$ cat config.mk
export PLATFORM = sky130hd
export DESIGN_NAME = clip_sequencer
export DESIGN_NICKNAME = d
export VERILOG_FILES = /design/src/rtl/clip_sequencer.sv
export SDC_FILE = /design/constraint.sdc
export NUM_CORES = 1
export LEC_CHECK = 0
export BUFFER_PORTS_ARGS = -buffer_cell sky130_fd_sc_hd__buf_4
export CORE_MARGIN = 2
export CORE_UTILIZATION = 40
export DETAILED_ROUTE_END_ITERATION = 10
export HOLD_SLACK_MARGIN = 0.08
export PLACE_DENSITY = 0.63
export RECOVER_POWER = 50
export SYNTH_ARGS = -nofsm -noshare
export SYNTH_HDL_FRONTEND = slang
export SYNTH_SLANG_ARGS = --single-unit
$ cat constraint.sdc
create_clock -name CLOCK_50 -period 2.69 [get_ports CLOCK_50]
set_clock_uncertainty 0.05 [all_clocks]
set_input_delay 0.6725 -clock CLOCK_50 [delete_from_list [all_inputs] [get_ports CLOCK_50]]
set_output_delay 0.6725 -clock CLOCK_50 [all_outputs]
set_load 0.05 [all_outputs]
$ cat src/rtl/clip_sequencer.sv
// clip_sequencer: multi-clip sample player driving the shared sample ROM address
// and the left audio channel. Lower clip index = higher priority.
module clip_sequencer #(
   parameter int unsigned ADDR_W    = 18,
   parameter int unsigned SAMPLE_W  = 6,
   parameter int unsigned NUM_CLIPS = 4,
   parameter int unsigned SEL_W     = 2,
   parameter int unsigned RATE_DIV  = 1200,
   parameter int unsigned ROM_LAT   = 1,
   parameter logic [NUM_CLIPS*ADDR_W-1:0] CLIP_STARTS =
      {18'd83255, 18'd66983, 18'd16396, 18'd0},
   parameter logic [NUM_CLIPS*ADDR_W-1:0] CLIP_ENDS =
      {18'd137138, 18'd83254, 18'd66982, 18'd16395}
) (
   input  logic                CLOCK_50,
   input  logic                reset,
   input  logic                trigger,
   input  logic [SEL_W-1:0]    clip_sel,
   input  logic                loop_en,
   input  logic                stop,
   output logic [ADDR_W-1:0]   rom_address,
   input  logic [SAMPLE_W-1:0] rom_q,
   input  logic                audio_out_allowed,
   output logic                write_audio_out,
   output logic [31:0]         left_channel_audio_out,
   output logic                busy,
   output logic [SEL_W-1:0]    active_clip,
   output logic                done
);

   localparam int unsigned CNT_W = $clog2(RATE_DIV);
   localparam int unsigned SEL_N = 2 ** SEL_W;
   localparam int unsigned PAD_W = 32 - SAMPLE_W;

   typedef enum logic {IDLE, PLAY} state_t;

   state_t              state;
   logic [CNT_W-1:0]    rate_cnt;
   logic [SAMPLE_W-1:0] sample_reg;
   logic [ROM_LAT-1:0]  strobe_pipe;
   logic                loop_flag;

   logic [ADDR_W-1:0]   start_tab [SEL_N];
   logic [ADDR_W-1:0]   end_tab   [SEL_N];

   logic                in_play_c;
   logic                sel_valid_c;
   logic                start_c;
   logic                stop_c;
   logic                tc_c;
   logic                at_end_c;
   logic                step_c;
   logic                finish_c;
   logic                flush_c;
   logic                load_c;
   logic [ROM_LAT-1:0]  pipe_keep_c;
   logic [ROM_LAT-1:0]  pipe_nxt_c;
   logic [SAMPLE_W-1:0] sample_nxt_c;

   // Unpack the clip tables; unused select codes map to address 0 and are never started
   for (genvar i = 0; i < SEL_N; i++) begin : g_tab
      if (i < NUM_CLIPS) begin : g_used
         assign start_tab[i] = CLIP_STARTS[i*ADDR_W +: ADDR_W];
         assign end_tab[i]   = CLIP_ENDS[i*ADDR_W +: ADDR_W];
      end else begin : g_pad
         assign start_tab[i] = '0;
         assign end_tab[i]   = '0;
      end
   end

   // Event decode: stop beats trigger, trigger beats the terminal-count step
   assign in_play_c   = (state == PLAY);
   assign sel_valid_c = ({1'b0, clip_sel} < (SEL_W+1)'(NUM_CLIPS));
   assign start_c     = trigger & sel_valid_c & ~stop &
                        (~in_play_c | (clip_sel <= active_clip));
   assign stop_c      = in_play_c & stop;
   assign tc_c        = in_play_c & (rate_cnt == CNT_W'(RATE_DIV - 1));
   assign at_end_c    = (rom_address == end_tab[active_clip]);
   assign step_c      = tc_c & ~stop_c & ~start_c & (~at_end_c | loop_flag);
   assign finish_c    = tc_c & ~stop_c & ~start_c & at_end_c & ~loop_flag;
   assign flush_c     = stop_c | (start_c & in_play_c);

   // Strobe pipeline marks when rom_q reflects the latest address update
   assign pipe_keep_c  = flush_c ? '0 : strobe_pipe;
   assign pipe_nxt_c   = ROM_LAT'({pipe_keep_c, start_c | step_c});
   assign load_c       = strobe_pipe[ROM_LAT-1] & ~flush_c;
   assign sample_nxt_c = stop_c ? '0 : (load_c ? rom_q : sample_reg);

   // Playback FSM with address stepping, sample capture and registered outputs
   always_ff @(posedge CLOCK_50 or posedge reset) begin
      if (reset) begin
         state                  <= IDLE;
         rom_address            <= '0;
         rate_cnt               <= '0;
         sample_reg             <= '0;
         strobe_pipe            <= '0;
         loop_flag              <= 1'b0;
         write_audio_out        <= 1'b0;
         left_channel_audio_out <= '0;
         busy                   <= 1'b0;
         active_clip            <= '0;
         done                   <= 1'b0;
      end else begin
         strobe_pipe     <= pipe_nxt_c;
         sample_reg      <= sample_nxt_c;
         done            <= 1'b0;
         write_audio_out <= audio_out_allowed & busy;
         if (start_c) begin
            state                  <= PLAY;
            rom_address            <= start_tab[clip_sel];
            active_clip            <= clip_sel;
            loop_flag              <= loop_en;
            rate_cnt               <= '0;
            busy                   <= 1'b1;
            left_channel_audio_out <= 32'(sample_nxt_c) << PAD_W;
         end else if (stop_c) begin
            state                  <= IDLE;
            rate_cnt               <= '0;
            busy                   <= 1'b0;
            left_channel_audio_out <= '0;
         end else if (in_play_c) begin
            left_channel_audio_out <= 32'(sample_nxt_c) << PAD_W;
            rate_cnt <= tc_c ? '0 : rate_cnt + CNT_W'(1);
            if (step_c) begin
               rom_address <= at_end_c ? start_tab[active_clip]
                                       : rom_address + ADDR_W'(1);
            end
            if (finish_c) begin
               state                  <= IDLE;
               busy                   <= 1'b0;
               done                   <= 1'b1;
               left_channel_audio_out <= '0;
            end
         end
      end
   end

endmodule

; ---- Word level (Yosys, flattened, before mapping)
; Cells that the tools add are included.
[totals]
elab_cells = 86
out_inout_bits = 55
inputBits = 14
regBits = 75
[op_classes]
n_lt_le_gt_ge = 3
n_reduce_logical = 6
bitwise = 25
n_eq_ne = 3
mux = 36
add_sub_neg = 2
[op_table]
columns = op, n
row1 = 18-bit 2-to-1 mux, 11
row2 = 32-bit 2-to-1 mux, 4
row3 = 18-bit binary-select mux with 2-bit select, 3
row4 = 11-bit 2-to-1 mux, 4
row5 = "18-bit by 1-bit adder with 18-bit output, second input constant", 1
row6 = 18-bit == test, 1
row7 = 1-bit AND, 12
row8 = 1-bit 2-to-1 mux, 12
row9 = 6-bit 2-to-1 mux, 2
row10 = "11-bit by 1-bit adder with 11-bit output, second input constant", 1
row11 = "11-bit == test, second input constant", 1
row12 = 1-bit inverter, 7
row13 = "3-bit >= comparator, second input constant", 2
row14 = 2-bit inverter with 3-bit output, 2
row15 = 3-bit nonzero test, 2
row16 = 1-bit OR, 4
row17 = 2-bit nonzero test, 2
row18 = 3-bit AND reduction, 1
row19 = 2-bit <= comparator, 1
row20 = "2-bit != test, second input constant", 1
row21 = 2-bit AND reduction, 1

; ---- Logic depth before layout (Yosys ltp)
; Gate-level depths: netlist of run 1.
[depth]
depth_word = 13
mapped_depth = 12

; ---- Worst setup path after synthesis of run 1
; Ideal clock, no wire load.
[synth_path]
path_kind = flip-flop to flip-flop
startpoint = register active_clip[1]
endpoint = register rom_address[8]
arrival_time_ns = 2.766
stages_incl_launch_ff = 10
setup_slack_ns = -0.213
t_required_ns = 2.553
path_cell_list = dfrtp_1 > buf_6 > inv_1 > ha_1 > nor4b_2 > nand3_1 > a2111oi_4 > a21oi_2 > a311o_1 > a22oi_1
[synth_between]
elab_chain_cells = 10
[synth_rtl]
columns = element, line
row1 = start: declaration, 27  ; output logic [SEL_W-1:0] active_clip,
row2 = start signal: assignment, 111  ; active_clip <= clip_sel;
row3 = 2-bit inverter with 3-bit output (implied by the code), "78, 125"
row4 = 18-bit binary-select mux with 2-bit select, 78  ; assign at_end_c = (rom_address == end_tab[active_clip]);
row5 = 18-bit 2-to-1 mux (implied by the code) (2 in series), 78
row6 = 18-bit == test, 78
row7 = 18-bit 2-to-1 mux / 1-bit inverter (equally long branches), "125, 79"
row8 = 18-bit 2-to-1 mux / 1-bit OR (equally long branches), "124, 79"
row9 = 18-bit 2-to-1 mux / 1-bit AND (equally long branches), "121, 79"
row10 = 18-bit 2-to-1 mux / 2-bit nonzero test (equally long branches), -
row11 = 18-bit 2-to-1 mux / 3-bit AND reduction (equally long branches), -
row12 = end signal: assignment, 110  ; rom_address <= start_tab[clip_sel];
row13 = end signal: assignment, 125  ; rom_address <= at_end_c ? start_tab[active_clip]
row14 = end: declaration, 21  ; output logic [ADDR_W-1:0] rom_address,
; Parallel ways exist; a longest one is shown, timed or not. The select of a mux whose other input is x is not followed.
; A chain may end at the register's enable or synchronous reset.

; ---- Worst setup path in the final report of run 1
[layout_path]
startpoint = register active_clip[1]
endpoint = register rom_address[15]
; The elaborated chain is that of the path after synthesis.

==> flow_summary_export.csv, run 1 <==
group,metric,value,unit
outcome,status,"finished clean",
flow_run,drv_cap,0,
detailed_routing,dr.first_iter.drc_count,298,
yosys,yosysTopAreaCell,"dfrtp_1",
yosys,synthFlopType,"dfrtp_1",
timing,finalCritPeriodShare,95.6,%
cts,worstSkewPairLatency,0.31,ns
finish,fill_cells,747,
cts,clock_path_buffers,2,
finish,largest_reg_flops,18,
setup_path,cp_max_fo,11,
detailed_routing,viasPerCell,5.52,
die,rows,32,
cts,cts_buffers,5,
placement,port-buffer-count,42,
cts,hold_buffers,0,
timing,hold_viol,0,
die,die_area,0.00846,mm2
setup_path,critPathRequiredTime,2.88,ns
setup_path,cp-start-kind,"flop",
detailed_routing,drtPass1Iterations,5,
finish,top_regs,"rom_address: 18 flops, rate_cnt: 11 flops",
detailed_routing,routed_wirelength,8400,um
placement,hpwl,6240,um
finish,fin_nets,427,
die,dieHeight,92.0,um
global_route,gr-usage-all-layers,19.8,%
finish,antenna_cells,0,
timing,tns,0,ns
setup_path,end_kind,"flop",
pwr,leakagePower,1.68,nW
die,coreArea,0.00761,mm2
global_route,grt_pass1_vias,2604,
die,ioPinCount,69,
die,initial_core_util,40.7,%
yosys,async_reset_ff_share,100,%
global_route,gr-total-overflow,0,
yosys,netlist_area,0.00310,mm2
global_route,antenna_found_initial,0,
pwr,p_per_area,835,mW/mm2
yosys,yosysTopAreaCellShare,39.6,%
timing,max_freq,0.389,GHz
yosys,yosys_register_bits,49,
cts,cts_tree,"built",
detailed_routing,vias,2802,
yosys,synth_cells,330,
pwr,total_power,3.15,mW
placement,gp_congestion,0.939,
cts,h-tree-depth,2,
yosys,seq_area_frac_synth,39.6,%
cts,cts_root_buffer,"clkbuf_8",
finish,drive_gt1_share,24.9,%
finish,largest-register,"rom_address",
die,die_x,92.0,um
detailed_routing,ant_nets,0,
pwr,ir_drop,0.000591,V
yosys,syn_avg_cell_area,9.38,um2
global_route,grt_max_degree,29,
yosys,synth.distinct_cells,65,
timing,drv_slew,0,
yosys,synth_edf_count,0,
hold_path,holdCritPathClass,"flop to flop",
timing,tightest_slew,1.16,ns
setup_path,arrival,2.76,ns
global_route,grt_pass1_wl,13400,um
timing,min_period,2.57,ns
timing,setup_viol,0,
yosys,yosys-top-cells-area,"dfrtp_1 (40%), buf_4 (6.5%), nor2_1 (4.2%)",
yosys,yosys_warnings,0,
setup_path,crit_type,"flop to flop",
finish,area_growth,22.1,%
detailed_routing,wl_per_cell,16.5,um
cts,clk_pin_slew,0.10,ns
timing,slew_headroom,22.5,%
cts,cts_sinks,49,
detailed_routing,route.detailed.drc,0,
## where the power goes
group | switching, mW | total, mW | internal (mW)
logic | 1.07 | 1.61 | 0.544
registers | 0.177 | 1.07 | 0.892
clock network | 0.283 | 0.472 | 0.190
## timing repair
action / in CTS / in global routing
cloned: 0 / 1
resized for setup: 0 / 7
pin swaps: 1 / 2
setup endpoints to repair: 1 / 16
buffers inserted: 0 / 3
## per-layer routing
| metal | wire length (um) | track usage [%] |
|---|---|---|
| met5 | 0 | 0 |
| met4 | 100 | 4.23 |
| met3 | 450 | 3.20 |
| met2 | 3770 | 29.3 |
| met1 | 4070 | 30.5 |
## layout make-up
cell class	count	area (um2)	share of cell area [%]
clock inverter	3	26.3	0.695
tap	102	128	3.38
sequential	49	1230	32.5
timing repair buffer	82	563	14.9
clock buffer	5	68.8	1.82
multi-input combinational	255	1720	45.5
inverter	12	45.0	1.19
## worst max-delay path, stage by stage (launching register included)
cell	delay (ns)
dfrtp_2	0.44
buf_4	0.18
ha_1	0.22
nor3_1	0.17
o22ai_1	0.09
buf_4	0.16
a2111oi_4	0.36
nor2_1	0.09
nor2_2	0.12
inv_2	0.13
buf_4	0.20
or2_0	0.22
o211ai_2	0.08
## synth_stat cells (4+ instances only)
master    number
dfrtp_1       49
nor2_1        35
buf_4         27
nand2_1       18
o21ai_0       18
nand3_1       16
inv_1         11
nor3_1        11
xor2_1         9
ha_1           8
mux2i_1        8
and3_1         7
clkbuf_1       7
o211ai_1       7
a21oi_1        6
a22o_1         6
xnor2_1        6
and4_1         5
a31oi_1        4
a32o_1         4
nand4_1        4
nor4_1         4
## path summary, 6_finish.rpt
| path | start | cells past startpoint | endpoint | slack, ns |
|---|---|---|---|---|
| max in group asynchronous | reset | 3 | left_channel_audio_out[31] | 0.77 |
| worst max register to register | active_clip[1] | 12 | rom_address[15] | 0.12 |
| worst min register to register | busy | 1 | busy | 0.46 |
| worst min-delay path | busy | 1 | busy | 0.46 |
| worst max-delay path | active_clip[1] | 12 | rom_address[15] | 0.12 |
| min in group asynchronous | reset | 2 | in_play_c | 0.61 |
## cell families after synthesis
group,after synthesis,share of synthesized area (%)
simple gates,120,20.1
buf+inv,52,10.2
flops,49,39.6
other cells,1,0.121
compound gates,76,19.4
mux,8,2.59
xor+xnor,16,4.77
fa+ha+maj,8,3.23
## layout by cell type, fill, tap and decap left out, types with 8 or more instances in the layout
cell,count
o21ai_0,18
inv_1,11
buf_4,66
clkbuf_1,14
nand3_1,15
nor3_1,10
mux2i_1,8
dfrtp_1,47
nor2_1,35
nand2_1,18
xor2_1,9
conb_1,26
## stage by stage
step	instances	util (%)	hold WS [ns]	instance area, um2	setup WS [ns]
floorplan	355	-	0.440	3220	0.00231
global placement	496	48.2	0.442	3670	0.0275
detailed placement	496	48.2	0.445	3670	0.0151
CTS	504	49.5	0.429	3760	0.0632
global route	508	49.7	0.485	3780	-0.00886
finish	508	49.7	0.461	3780	0.118
No activity file was read; power rests on OpenSTA's default activity.
==> run 2, diff against run 1 <==
Settings changed: ABC_AREA from default to 1, CORE_UTILIZATION 40 to 26, PLACE_DENSITY 0.63 to 0.44.
==> run 2 against run 1 <==
Net effect: worst setup slack improved by 0.26 ns; first-iteration DRC count is 56% lower; count of clock-buffer cells in the layout unchanged; non-clock buffer count fell by 31; wire length up 22%; sequential share of layout area down 3.2 points; critical endpoint is now left_channel_audio_out[30]; combinational power up 58%; sequential power is 25% higher; register-to-register slack improved by 0.26 ns; power rose by 43%.
==> flow_summary_export.csv, run 2 <==
group,metric,value,unit
die,ioPinCount,69,
finish,layout_common_cells,"nand2_1 (152), nor2_1 (71), nand3_1 (64)",
finish,area_growth,13.7,%
yosys,synth_edf_count,0,
pwr,leakagePower,2.16,nW
yosys,synthFlopType,"dfrtp_1",
setup_path,cp_slowest_stage_delay,0.44,ns
placement,port-buffer-count,42,
finish,largest-register,"rom_address",
yosys,yosys_register_bits,49,
outcome,status,"finished clean",
finish,top_regs,"rom_address: 18 flops, rate_cnt: 11 flops",
setup_path,arrival,2.44,ns
yosys,seq_area_frac_synth,33.3,%
flow_run,drv_cap,0,
pwr,p_per_area,1080,mW/mm2
yosys,async_reset_ff_share,100,%
setup_path,cpLargestDelayFamily,"simple AND/OR/NAND/NOR gates",
finish,antenna_cells,0,
pwr,total_power,4.52,mW
detailed_routing,viasPerCell,4.48,
die,dieHeight,123,um
finish,ff_latch_area,0.00123,mm2
pwr,ir_drop,0.000468,V
die,rows,43,
yosys,synth.distinct_cells,32,
global_route,antenna_found_initial,0,
setup_path,critPathRequiredTime,2.82,ns
setup_path,path_cells,"inv_2 > ha_4 > inv_1 > nand2_1 > nand2_1 > nor2_1 > nand2_1 > nor2_1 > nand2_1 > nor2_1 > nand3_2 > nand3_1 > nand2_1",
timing,finalCritPeriodShare,85.8,%
timing,drv_slew,0,
die,coreArea,0.0138,mm2
finish,final_common_cell,"nand2_1",
timing,slew_headroom,40.5,%
hold_path,holdCritPathClass,"flop to flop",
setup_path,worstPathBufferInverterCount,2,
setup_path,end_kind,"flop",
detailed_routing,vias,3381,
cts,hold_buffers,0,
detailed_routing,routed_wirelength,10300,um
detailed_routing,wl_per_cell,13.6,um
finish,utilization,30.3,%
global_route,grt_pass1_wl,16800,um
detailed_routing,route.detailed.drc,0,
die,die_x,123,um
die,initial_core_util,26.6,%
timing,max_freq,0.433,GHz
yosys,synth_commonest_cells,"nand2_1 (152), nor2_1 (71), nand3_1 (64), dfrtp_1 (49), inv_1 (45)",
yosys,syn_avg_cell_area,6.90,um2
timing,setup_viol,0,
global_route,grt_max_degree,28,
finish,drive_gt1_share,15.7,%
finish,largest_reg_flops,18,
finish,multi_input_area,0.00205,mm2
cts,h-tree-depth,2,
placement,gp_congestion,0.848,
timing,rsz0062_at_grt,"false",
timing,min_period,2.31,ns
cts,clock_path_buffers,2,
cts,cts_root_buffer,"clkbuf_16",
timing,hold_viol,0,
yosys,yosys_warnings,0,
yosys,synth_cells,533,
cts,cts_sinks,49,
timing,timing.hold.ws,0.437,ns
finish,fill_cells,1547,
global_route,grt_pass1_vias,3292,
finish,fin_nets,596,
timing,tns,0,ns
setup_path,crit_path_top_delay_cell,"dfrtp_2",
setup_path,cp_max_fo,8,
cts,cts_tree,"built",
yosys,netlist_area,0.00368,mm2
cts,clk_pin_slew,0.07,ns
cts,cts_buffers,5,
yosys,yosys-top-cells-area,"dfrtp_1 (33%), nand2_1 (16%), nand3_1 (8.7%)",
cts,worstSkewPairLatency,0.29,ns
die,die_area,0.0151,mm2
timing,tightest_slew,0.892,ns
yosys,yosysTopAreaCellShare,33.3,%
setup_path,crit_type,"flop to flop",
placement,hpwl,7940,um
global_route,gr-total-overflow,0,
detailed_routing,dr.first_iter.drc_count,131,
setup_path,path_common_cell,"nand2_1",
setup_path,cp-start-kind,"flop",
yosys,yosysMostFrequentCell,"nand2_1",
detailed_routing,drtPass1Iterations,4,
yosys,yosysTopAreaCell,"dfrtp_1",
detailed_routing,ant_nets,0,
global_route,gr-usage-all-layers,14.2,%
## run 2: cell types whose count changed in the layout (fill, tap and decap cells not counted), moves of 8 or more
cell / previous run / this run
buf_4: 66 / 36
inv_1: 11 / 45
mux2i_1: 8 / 0
nand2_1: 18 / 152
nand2_2: 1 / 18
nand3_1: 15 / 64
nor2_1: 35 / 71
o21ai_0: 18 / 9
## run 2: layout make-up
class                   instances  share of cell area (%)
multi-input cells             414                    49.0
clock inverters                 3                   0.509
inverters                      53                    4.76
well taps                     180                    5.38
clock buffers                   5                    2.99
flip-flops and latches         49                    29.3
repair buffers                 51                    8.02
## run 2: per-layer routing
metal | vias to the layer above | part of all wire [%] | global-route usage (%)
met5 | - | 0 | 0
met2 | 75 | 47 | 23.9
li1 | 1704 | - | -
met1 | 1588 | 47 | 19.3
met4 | 0 | 1.6 | 3.52
met3 | 14 | 3.6 | 1.75
## run 2: cells by family after synthesis
| group | count (synthesis) | synth area share [%] |
|---|---|---|
| adders and majority gates | 8 | 2.72 |
| AOI/OAI and AO/OA | 23 | 3.30 |
| other | 1 | 0.102 |
| and+or+nand+nor | 340 | 42.6 |
| buffers and inverters | 95 | 13.9 |
| xor gates and xnor gates | 17 | 4.05 |
| DFF | 49 | 33.3 |
## run 2: power breakdown
part           total, mW  switching (mW)  internal, mW
sequential          1.34           0.370         0.967
clock              0.633           0.286         0.347
combinational       2.55            1.76         0.795
## run 2: worst register-to-register path, delay by kind of cell (launching register included)
| kind | cells | cell delay (ns) |
|---|---|---|
| adder cells (fa/ha/maj) | 1 | 0.31 |
| buffers and inverters | 2 | 0.17 |
| flip-flops | 1 | 0.44 |
| AND/OR/NAND/NOR | 10 | 1.24 |
## run 2: path summary, 6_finish.rpt
check	startpoint	depth (start not counted)	slack, ns	end
setup / recovery	active_clip[1]	13	0.38	left_channel_audio_out[30]
hold / removal	left_channel_audio_out[27]	2	0.44	left_channel_audio_out[27]
setup reg to reg	active_clip[1]	13	0.38	left_channel_audio_out[30]
hold reg to reg	left_channel_audio_out[27]	2	0.44	left_channel_audio_out[27]
max in group asynchronous	reset	3	0.83	active_clip[1]
min in group asynchronous	reset	2	0.52	rate_cnt[0]
## run 2: per-stage QoR
stage,area (um2),setup slack (ns),instances
final,4180,0.383,755
after global routing,4180,0.0470,755
after CTS,4230,0.0706,755
after detailed placement,4080,0.0884,747
after global placement,4080,0.106,747
after floorplan,3770,0.260,558
## run 2: timing repair
action	CTS	global route
endpoints found under the hold margin	0	0
endpoints found under the setup margin	0	26
setup buffers	0	0
resized for setup	0	4
